File: config.mk
export PLATFORM = sky130hd
export DESIGN_NAME = ldpc_wb_channel_hub
export DESIGN_NICKNAME = d
export VERILOG_FILES = /design/src/rtl/ldpc_wb_channel_hub.sv
export SDC_FILE = /design/constraint.sdc
export NUM_CORES = 1
export LEC_CHECK = 0
export BUFFER_PORTS_ARGS = -buffer_cell sky130_fd_sc_hd__buf_2
export CAP_MARGIN = 20
export CORE_MARGIN = 2
export CORE_UTILIZATION = 48
export CTS_BUF_LIST = sky130_fd_sc_hd__clkbuf_16
export DETAILED_ROUTE_END_ITERATION = 8
export GPL_ROUTABILITY_DRIVEN = 0
export GPL_TIMING_DRIVEN = 0
export MAX_ROUTING_LAYER = met4
export PLACE_DENSITY = 0.84
export SLEW_MARGIN = 20
export SYNTH_ARGS = -nofsm -noshare
export SYNTH_HDL_FRONTEND = slang
export SYNTH_SLANG_ARGS = --single-unit
File: constraint.sdc
create_clock -name wb_clk_i -period 1.96 [get_ports wb_clk_i]
set_input_delay 0.196 -clock wb_clk_i [delete_from_list [all_inputs] [get_ports wb_clk_i]]
set_output_delay 0.196 -clock wb_clk_i [all_outputs]
set_load 0.01 [all_outputs]
File: src/rtl/ldpc_wb_channel_hub.sv
// Wishbone hub that fans the management bus out to NUM_CH LDPC channel windows,
// bounds each forwarded access with a timeout and gathers channel interrupts.
module ldpc_wb_channel_hub #(
  parameter int          NUM_CH    = 4,
  parameter logic [31:0] BASE_ADDR = 32'h3000_0000,
  parameter int          WIN_BITS  = 8,
  parameter int          TIMEOUT   = 15
) (
  input  logic                 wb_clk_i,
  input  logic                 wb_rst_i,
  input  logic                 wbs_cyc_i,
  input  logic                 wbs_stb_i,
  input  logic                 wbs_we_i,
  input  logic [3:0]           wbs_sel_i,
  input  logic [31:0]          wbs_adr_i,
  input  logic [31:0]          wbs_dat_i,
  output logic                 wbs_ack_o,
  output logic [31:0]          wbs_dat_o,
  output logic [NUM_CH-1:0]    ch_stb_o,
  output logic                 ch_we_o,
  output logic [3:0]           ch_sel_o,
  output logic [WIN_BITS-1:0]  ch_adr_o,
  output logic [31:0]          ch_dat_o,
  input  logic [NUM_CH-1:0]    ch_ack_i,
  input  logic [32*NUM_CH-1:0] ch_dat_i,
  input  logic [NUM_CH-1:0]    ch_irq_i,
  output logic [2:0]           user_irq
);

  localparam int CHW = $clog2(NUM_CH + 1);
  localparam int HI  = WIN_BITS + CHW;

  typedef enum logic [1:0] {IDLE, FWD, RESP, LRESP} state_t;

  state_t              state, state_next;
  logic                hit, is_local, is_ch, req_go;
  logic [CHW-1:0]      bus_idx, idx_q;
  logic [NUM_CH-1:0]   onehot;
  logic                ack_sel, timeout_hit, fwd_to;
  logic [31:0]         dat_sel, resp_dat;
  logic [7:0]          timer;
  logic [NUM_CH-1:0]   irq_d, irq_status, irq_mask, clr_status;
  logic                to_flag, to_clr, lwrite;
  logic [3:0]          to_ch;
  logic [1:0]          off;
  logic [31:0]         wmask, wdata_m, local_rd;

  assign hit      = (wbs_adr_i[31:HI] == BASE_ADDR[31:HI]);
  assign bus_idx  = wbs_adr_i[WIN_BITS +: CHW];
  assign is_local = (bus_idx == {CHW{1'b1}});
  assign is_ch    = (int'(bus_idx) < NUM_CH);
  // A new request is refused during the ack cycle so a master that still holds
  // stb on the ack edge does not launch a second access.
  assign req_go   = wbs_cyc_i & wbs_stb_i & ~wbs_ack_o & hit;
  assign timeout_hit = (timer == 8'(TIMEOUT));

  always_comb begin
    ack_sel = 1'b0;
    dat_sel = '0;
    onehot  = '0;
    for (int i = 0; i < NUM_CH; i++) begin
      if (idx_q == CHW'(i)) begin
        ack_sel = ch_ack_i[i];
        dat_sel = ch_dat_i[32*i +: 32];
      end
      onehot[i] = (bus_idx == CHW'(i));
    end
  end

  always_comb begin
    state_next = state;
    fwd_to     = 1'b0;
    case (state)
      IDLE: begin
        if (req_go && is_local)   state_next = LRESP;
        else if (req_go && is_ch) state_next = FWD;
      end
      FWD: begin
        if (!wbs_cyc_i)   state_next = IDLE;
        else if (ack_sel) state_next = RESP;
        else if (timeout_hit) begin
          state_next = RESP;
          fwd_to     = 1'b1;
        end
      end
      RESP:    state_next = IDLE;
      LRESP:   state_next = IDLE;
      default: state_next = IDLE;
    endcase
  end

  // Local registers act on the request fields captured when the access was accepted.
  always_comb begin
    wmask      = {{8{ch_sel_o[3]}}, {8{ch_sel_o[2]}}, {8{ch_sel_o[1]}}, {8{ch_sel_o[0]}}};
    wdata_m    = ch_dat_o & wmask;
    off        = ch_adr_o[3:2];
    lwrite     = (state == LRESP) && ch_we_o;
    clr_status = (lwrite && off == 2'd0) ? wdata_m[NUM_CH-1:0] : '0;
    to_clr     = lwrite && (off == 2'd2) && wdata_m[0];
    case (off)
      2'd0:    local_rd = 32'(irq_status);
      2'd1:    local_rd = 32'(irq_mask);
      2'd2:    local_rd = {20'd0, to_ch, 7'd0, to_flag};
      default: local_rd = {8'h1D, 8'h01, 8'h00, 8'(NUM_CH)};
    endcase
  end

  always_ff @(posedge wb_clk_i) begin
    if (wb_rst_i) begin
      state      <= IDLE;
      wbs_ack_o  <= 1'b0;
      wbs_dat_o  <= '0;
      ch_stb_o   <= '0;
      ch_we_o    <= 1'b0;
      ch_sel_o   <= '0;
      ch_adr_o   <= '0;
      ch_dat_o   <= '0;
      idx_q      <= '0;
      timer      <= '0;
      resp_dat   <= '0;
      irq_d      <= '0;
      irq_status <= '0;
      irq_mask   <= '0;
      to_flag    <= 1'b0;
      to_ch      <= '0;
      user_irq   <= '0;
    end else begin
      state     <= state_next;
      wbs_ack_o <= (state == RESP) || (state == LRESP);
      if (state == RESP)       wbs_dat_o <= resp_dat;
      else if (state == LRESP) wbs_dat_o <= local_rd;

      if (state == IDLE && state_next != IDLE) begin
        ch_we_o  <= wbs_we_i;
        ch_sel_o <= wbs_sel_i;
        ch_adr_o <= wbs_adr_i[WIN_BITS-1:0];
        ch_dat_o <= wbs_dat_i;
        idx_q    <= bus_idx;
        timer    <= 8'd1;
      end else if (state == FWD) begin
        timer <= timer + 8'd1;
      end

      if (state == IDLE && state_next == FWD) ch_stb_o <= onehot;
      else if (state_next != FWD)             ch_stb_o <= '0;

      if (state == FWD && state_next == RESP)
        resp_dat <= fwd_to ? 32'hDEAD_BEEF : dat_sel;

      // New interrupt edges take priority over a simultaneous W1C.
      irq_d      <= ch_irq_i;
      irq_status <= (irq_status & ~clr_status) | (ch_irq_i & ~irq_d);
      if (lwrite && off == 2'd1)
        irq_mask <= (irq_mask & ~wmask[NUM_CH-1:0]) | wdata_m[NUM_CH-1:0];

      if (fwd_to) begin
        to_flag <= 1'b1;
        to_ch   <= 4'(idx_q);
      end else if (to_clr) begin
        to_flag <= 1'b0;
      end

      user_irq <= {1'b0, to_flag, |(irq_status & irq_mask)};
    end
  end

endmodule

==> results.sh <==
export IMPL_cp_start_kind="register"
export IMPL_syn_to_final_growth_pct=34.9
export IMPL_ios=294
export IMPL_grt_overflow_total=0
export IMPL_synth_area_leaders="dfxtp_1 42%, mux2i_1 8.6%, a21oi_1 6.1%"
export IMPL_synth_cells=778
export IMPL_num_vias=7390
export IMPL_holdPathStages=2
export IMPL_crit_fanout=10
export IMPL_use_met2_pct=49.9
export IMPL_synth_commonest_cells="145 x dfxtp_1, 83 x a21oi_1, 61 x o21ai_0"
export IMPL_ys_types=48
export IMPL_synth_seq_cells=145
export IMPL_setup_worst_path_end_class="register"
export IMPL_routedWlPerCell_um=17.9
export IMPL_hold_violations=0
export IMPL_holdWs_ps=4.06
export IMPL_dpl_cell_area_um2=8550
export IMPL_drtIter0Drc=622
export IMPL_critPathKind="register to register"
export IMPL_timing_rr_end="resp_dat[27]$_SDFFE_PP0P_"
export IMPL_fin_ws_ps=59.8
export IMPL_grt_pass1_wl_mm=34.6
export IMPL_drc_errors=0
export IMPL_clk_latency_ps=430
export IMPL_antenna_found_initial=2
export IMPL_routed_wl_mm=23.1
export IMPL_yosysWarningCount=0
export IMPL_synth_largest_area_cell="dfxtp_1"
export IMPL_hpwl_mm=17.1
export IMPL_clockBufferDepth=2
export IMPL_grtUsageMet1_pct=36.6
export IMPL_place_ws_ps=-137
export IMPL_drtPass1Iterations=5
export IMPL_postCtsHoldBufs=0
export IMPL_synth_top_area_share_pct=42.3
export IMPL_required_ps=2290
export IMPL_seq_area_frac_synth_pct=42.3
export IMPL_nNetsFinal=1304
export IMPL_finalClockSkew_ps=9.32
export IMPL_final_setup_tns_ps=0
export IMPL_cts_clk_slew_worst_paths_ps=60
export IMPL_cts_sinks=145
export IMPL_htree_num_levels=4
export IMPL_worst_pin_slew_ps=642
export IMPL_placeableCoreArea_um2=13900
export IMPL_hold_end="irq_d[0]$_SDFF_PP0_"
export IMPL_portBuffers=292
export IMPL_syn_area_um2=6860
export IMPL_regToRegSetupSlack_ps=60
export IMPL_slew_headroom_pct=57.2
export IMPL_setup_viol=0
export IMPL_cp_arrival_ps=2230
export IMPL_ff2ff_path_depth=7
export IMPL_grt_max_degree=17
export IMPL_cts_tree="built"
export IMPL_fmax_ghz=0.526
export IMPL_die_x_um=124
export IMPL_finalCritPeriodShare_pct=96.9
export IMPL_syn_nets=988
export IMPL_status="finished clean"
export IMPL_worstHoldStart="ch_irq_i[0]"
export IMPL_drive_above_1_share_pct=35.4
export IMPL_slew_violations=0
export IMPL_synth_edff_count=0
export IMPL_async_reset_ff_share_pct=0
export IMPL_drtAntennaViolNets=0
export IMPL_grt_busiest_layer="met2"
export IMPL_reg2reg_from="idx_q[2]$_SDFFE_PP0P_"
export IMPL_grt_usage_pct=30.3
export IMPL_synth_ff_type="dfxtp_1"
export IMPL_fillers=1173
export IMPL_fp_dieH_um=124
export IMPL_root_buffer="clkbuf_16"
export IMPL_cts_buffers=17
export IMPL_fin_crit_ps=1900
export IMPL_initial_utilization_pct=49.3
export IMPL_syn_area_per_cell_um2=8.82
export IMPL_register_area_um2=2910
export IMPL_row_count=43
export IMPL_drt_vias_per_instance=5.74
export IMPL_cap_viol_max_count=0
export IMPL_peakVddDrop_mv=0.490
export IMPL_dieArea_um2=15300
export IMPL_fin_area_um2=9260
export IMPL_multiInputGateArea_um2=3520
export IMPL_powerDensity_nw_per_um2=701
export IMPL_grt_pass1_vias=6958
export IMPL_met3_usage_pct=7.23
export IMPL_leakagePower_uw=0.00364
export IMPL_synth_most_common_cell="dfxtp_1"
export IMPL_hold_path_class="primary input to register"
[registers in the layout, indices dropped and copies added, names as in the netlist, 8 cells and up, named ones only]
signal / flops
wbs_dat_o: 32
resp_dat: 32
timer: 8
ch_dat_o: 32
ch_adr_o: 8
[layout by cell type (no fill, tap or decap), types with 4 or more instances in the layout]
cell type | netlist | layout
a311oi_1 | 5 | 5
nor2_1 | 16 | 15
mux2i_1 | 59 | 59
nor4_2 | 3 | 5
mux4_2 | 8 | 8
nand2b_1 | 35 | 35
inv_1 | 48 | 50
a21oi_1 | 83 | 82
clkbuf_1 | 58 | 43
a211oi_1 | 24 | 18
nand3b_1 | 23 | 23
o32ai_1 | 9 | 9
nor2b_1 | 10 | 10
nand2_1 | 10 | 10
dfxtp_1 | 145 | 143
and3_1 | 4 | 4
nand4_1 | 55 | 55
clkbuf_2 | 0 | 12
clkinv_2 | 0 | 5
buf_4 | 2 | 9
o21ai_0 | 61 | 61
buf_2 | 16 | 307
nor3_1 | 32 | 31
clkbuf_16 | 0 | 17
o22ai_1 | 30 | 30
xor2_1 | 6 | 6
a211oi_2 | 0 | 6
[layout make-up]
type                    count  share of cell area, %
diodes                      1                 0.0270
plain buffers              80                   3.97
clock buffers              17                   4.60
clock inverters            15                   1.38
inverters                  48                   1.95
multi-input cells         505                   38.1
flip-flops and latches    145                   31.4
well taps                 180                   2.43
repair buffers            297                   16.2
[logic make-up (layout without fill, tap and decap cells)]
| kind of cell | Yosys count | after routing | share of synthesized area, % |
|---|---|---|---|
| other | 1 | 2 | 0.0546 |
| multiplexers | 69 | 69 | 11.6 |
| XOR/XNOR | 7 | 7 | 0.893 |
| buffers and inverters | 128 | 457 | 7.62 |
| AND/OR/NAND/NOR | 202 | 202 | 18.0 |
| adder cells (fa/ha/maj) | 1 | 1 | 0.182 |
| AO/OA/AOI/OAI | 225 | 225 | 19.4 |
| flip-flops | 145 | 145 | 42.3 |
[per-layer routing]
layer  part of all wire, %  wire length [um]  up-vias
li1                      -                 -     3486
met5                     0                 0        -
met2                    49             11300      374
met3                   8.6              1980       41
met4                   2.0               461        0
met1                    40              9310     3489
[what timing repair did]
item | CTS | global route
setup endpoints to repair | 53 | 107
pin swaps | 1 | 3
buffers inserted | 0 | 5
resized for setup | 8 | 43
[per-stage QoR]
step	util (%)	total power, uW	std cells
after floorplan	-	3190	778
after global placement	61.4	3460	1250
after detailed placement	61.4	3460	1250
after CTS	65.5	6490	1282
after global routing	66.4	6680	1288
final	66.4	6490	1288
[power breakdown]
part	switching (uW)	internal [uW]	leakage (uW)	total (uW)
combinational	217	227	0.00220	444
clock	1250	1840	0.000277	3080
sequential	6.20	2960	0.00117	2960
total	1470	5020	0.00364	6490
[critical path, cell delays in order, from the launching register on]
cell and delay (ps):
dfxtp_1 350, or2_0 250, buf_2 180, o22a_1 180, buf_2 190, a21o_4 270, buf_6 150, a211oi_1 230
[how the worst max path moves through the flow]
| stage | end | slack [ps] | startpoint | cells past startpoint |
|---|---|---|---|---|
| after floorplan | resp_dat[10]$_SDFFE_PP0P_ | 210 | timer[0]$_SDFFE_PP0P_ | 6 |
| after global placement | state[1]$_SDFF_PP0_ | -130 | state[1]$_SDFF_PP0_ | 6 |
| after detailed placement | state[1]$_SDFF_PP0_ | -140 | state[1]$_SDFF_PP0_ | 6 |
| after CTS | resp_dat[0]$_SDFFE_PP0P_ | 10 | timer[0]$_SDFFE_PP0P_ | 6 |
| after global routing | resp_dat[25]$_SDFFE_PP0P_ | -20 | state[1]$_SDFF_PP0_ | 6 |
| final | resp_dat[27]$_SDFFE_PP0P_ | 60 | idx_q[2]$_SDFFE_PP0P_ | 7 |
Note: power is estimated with default switching activity, not from simulation.
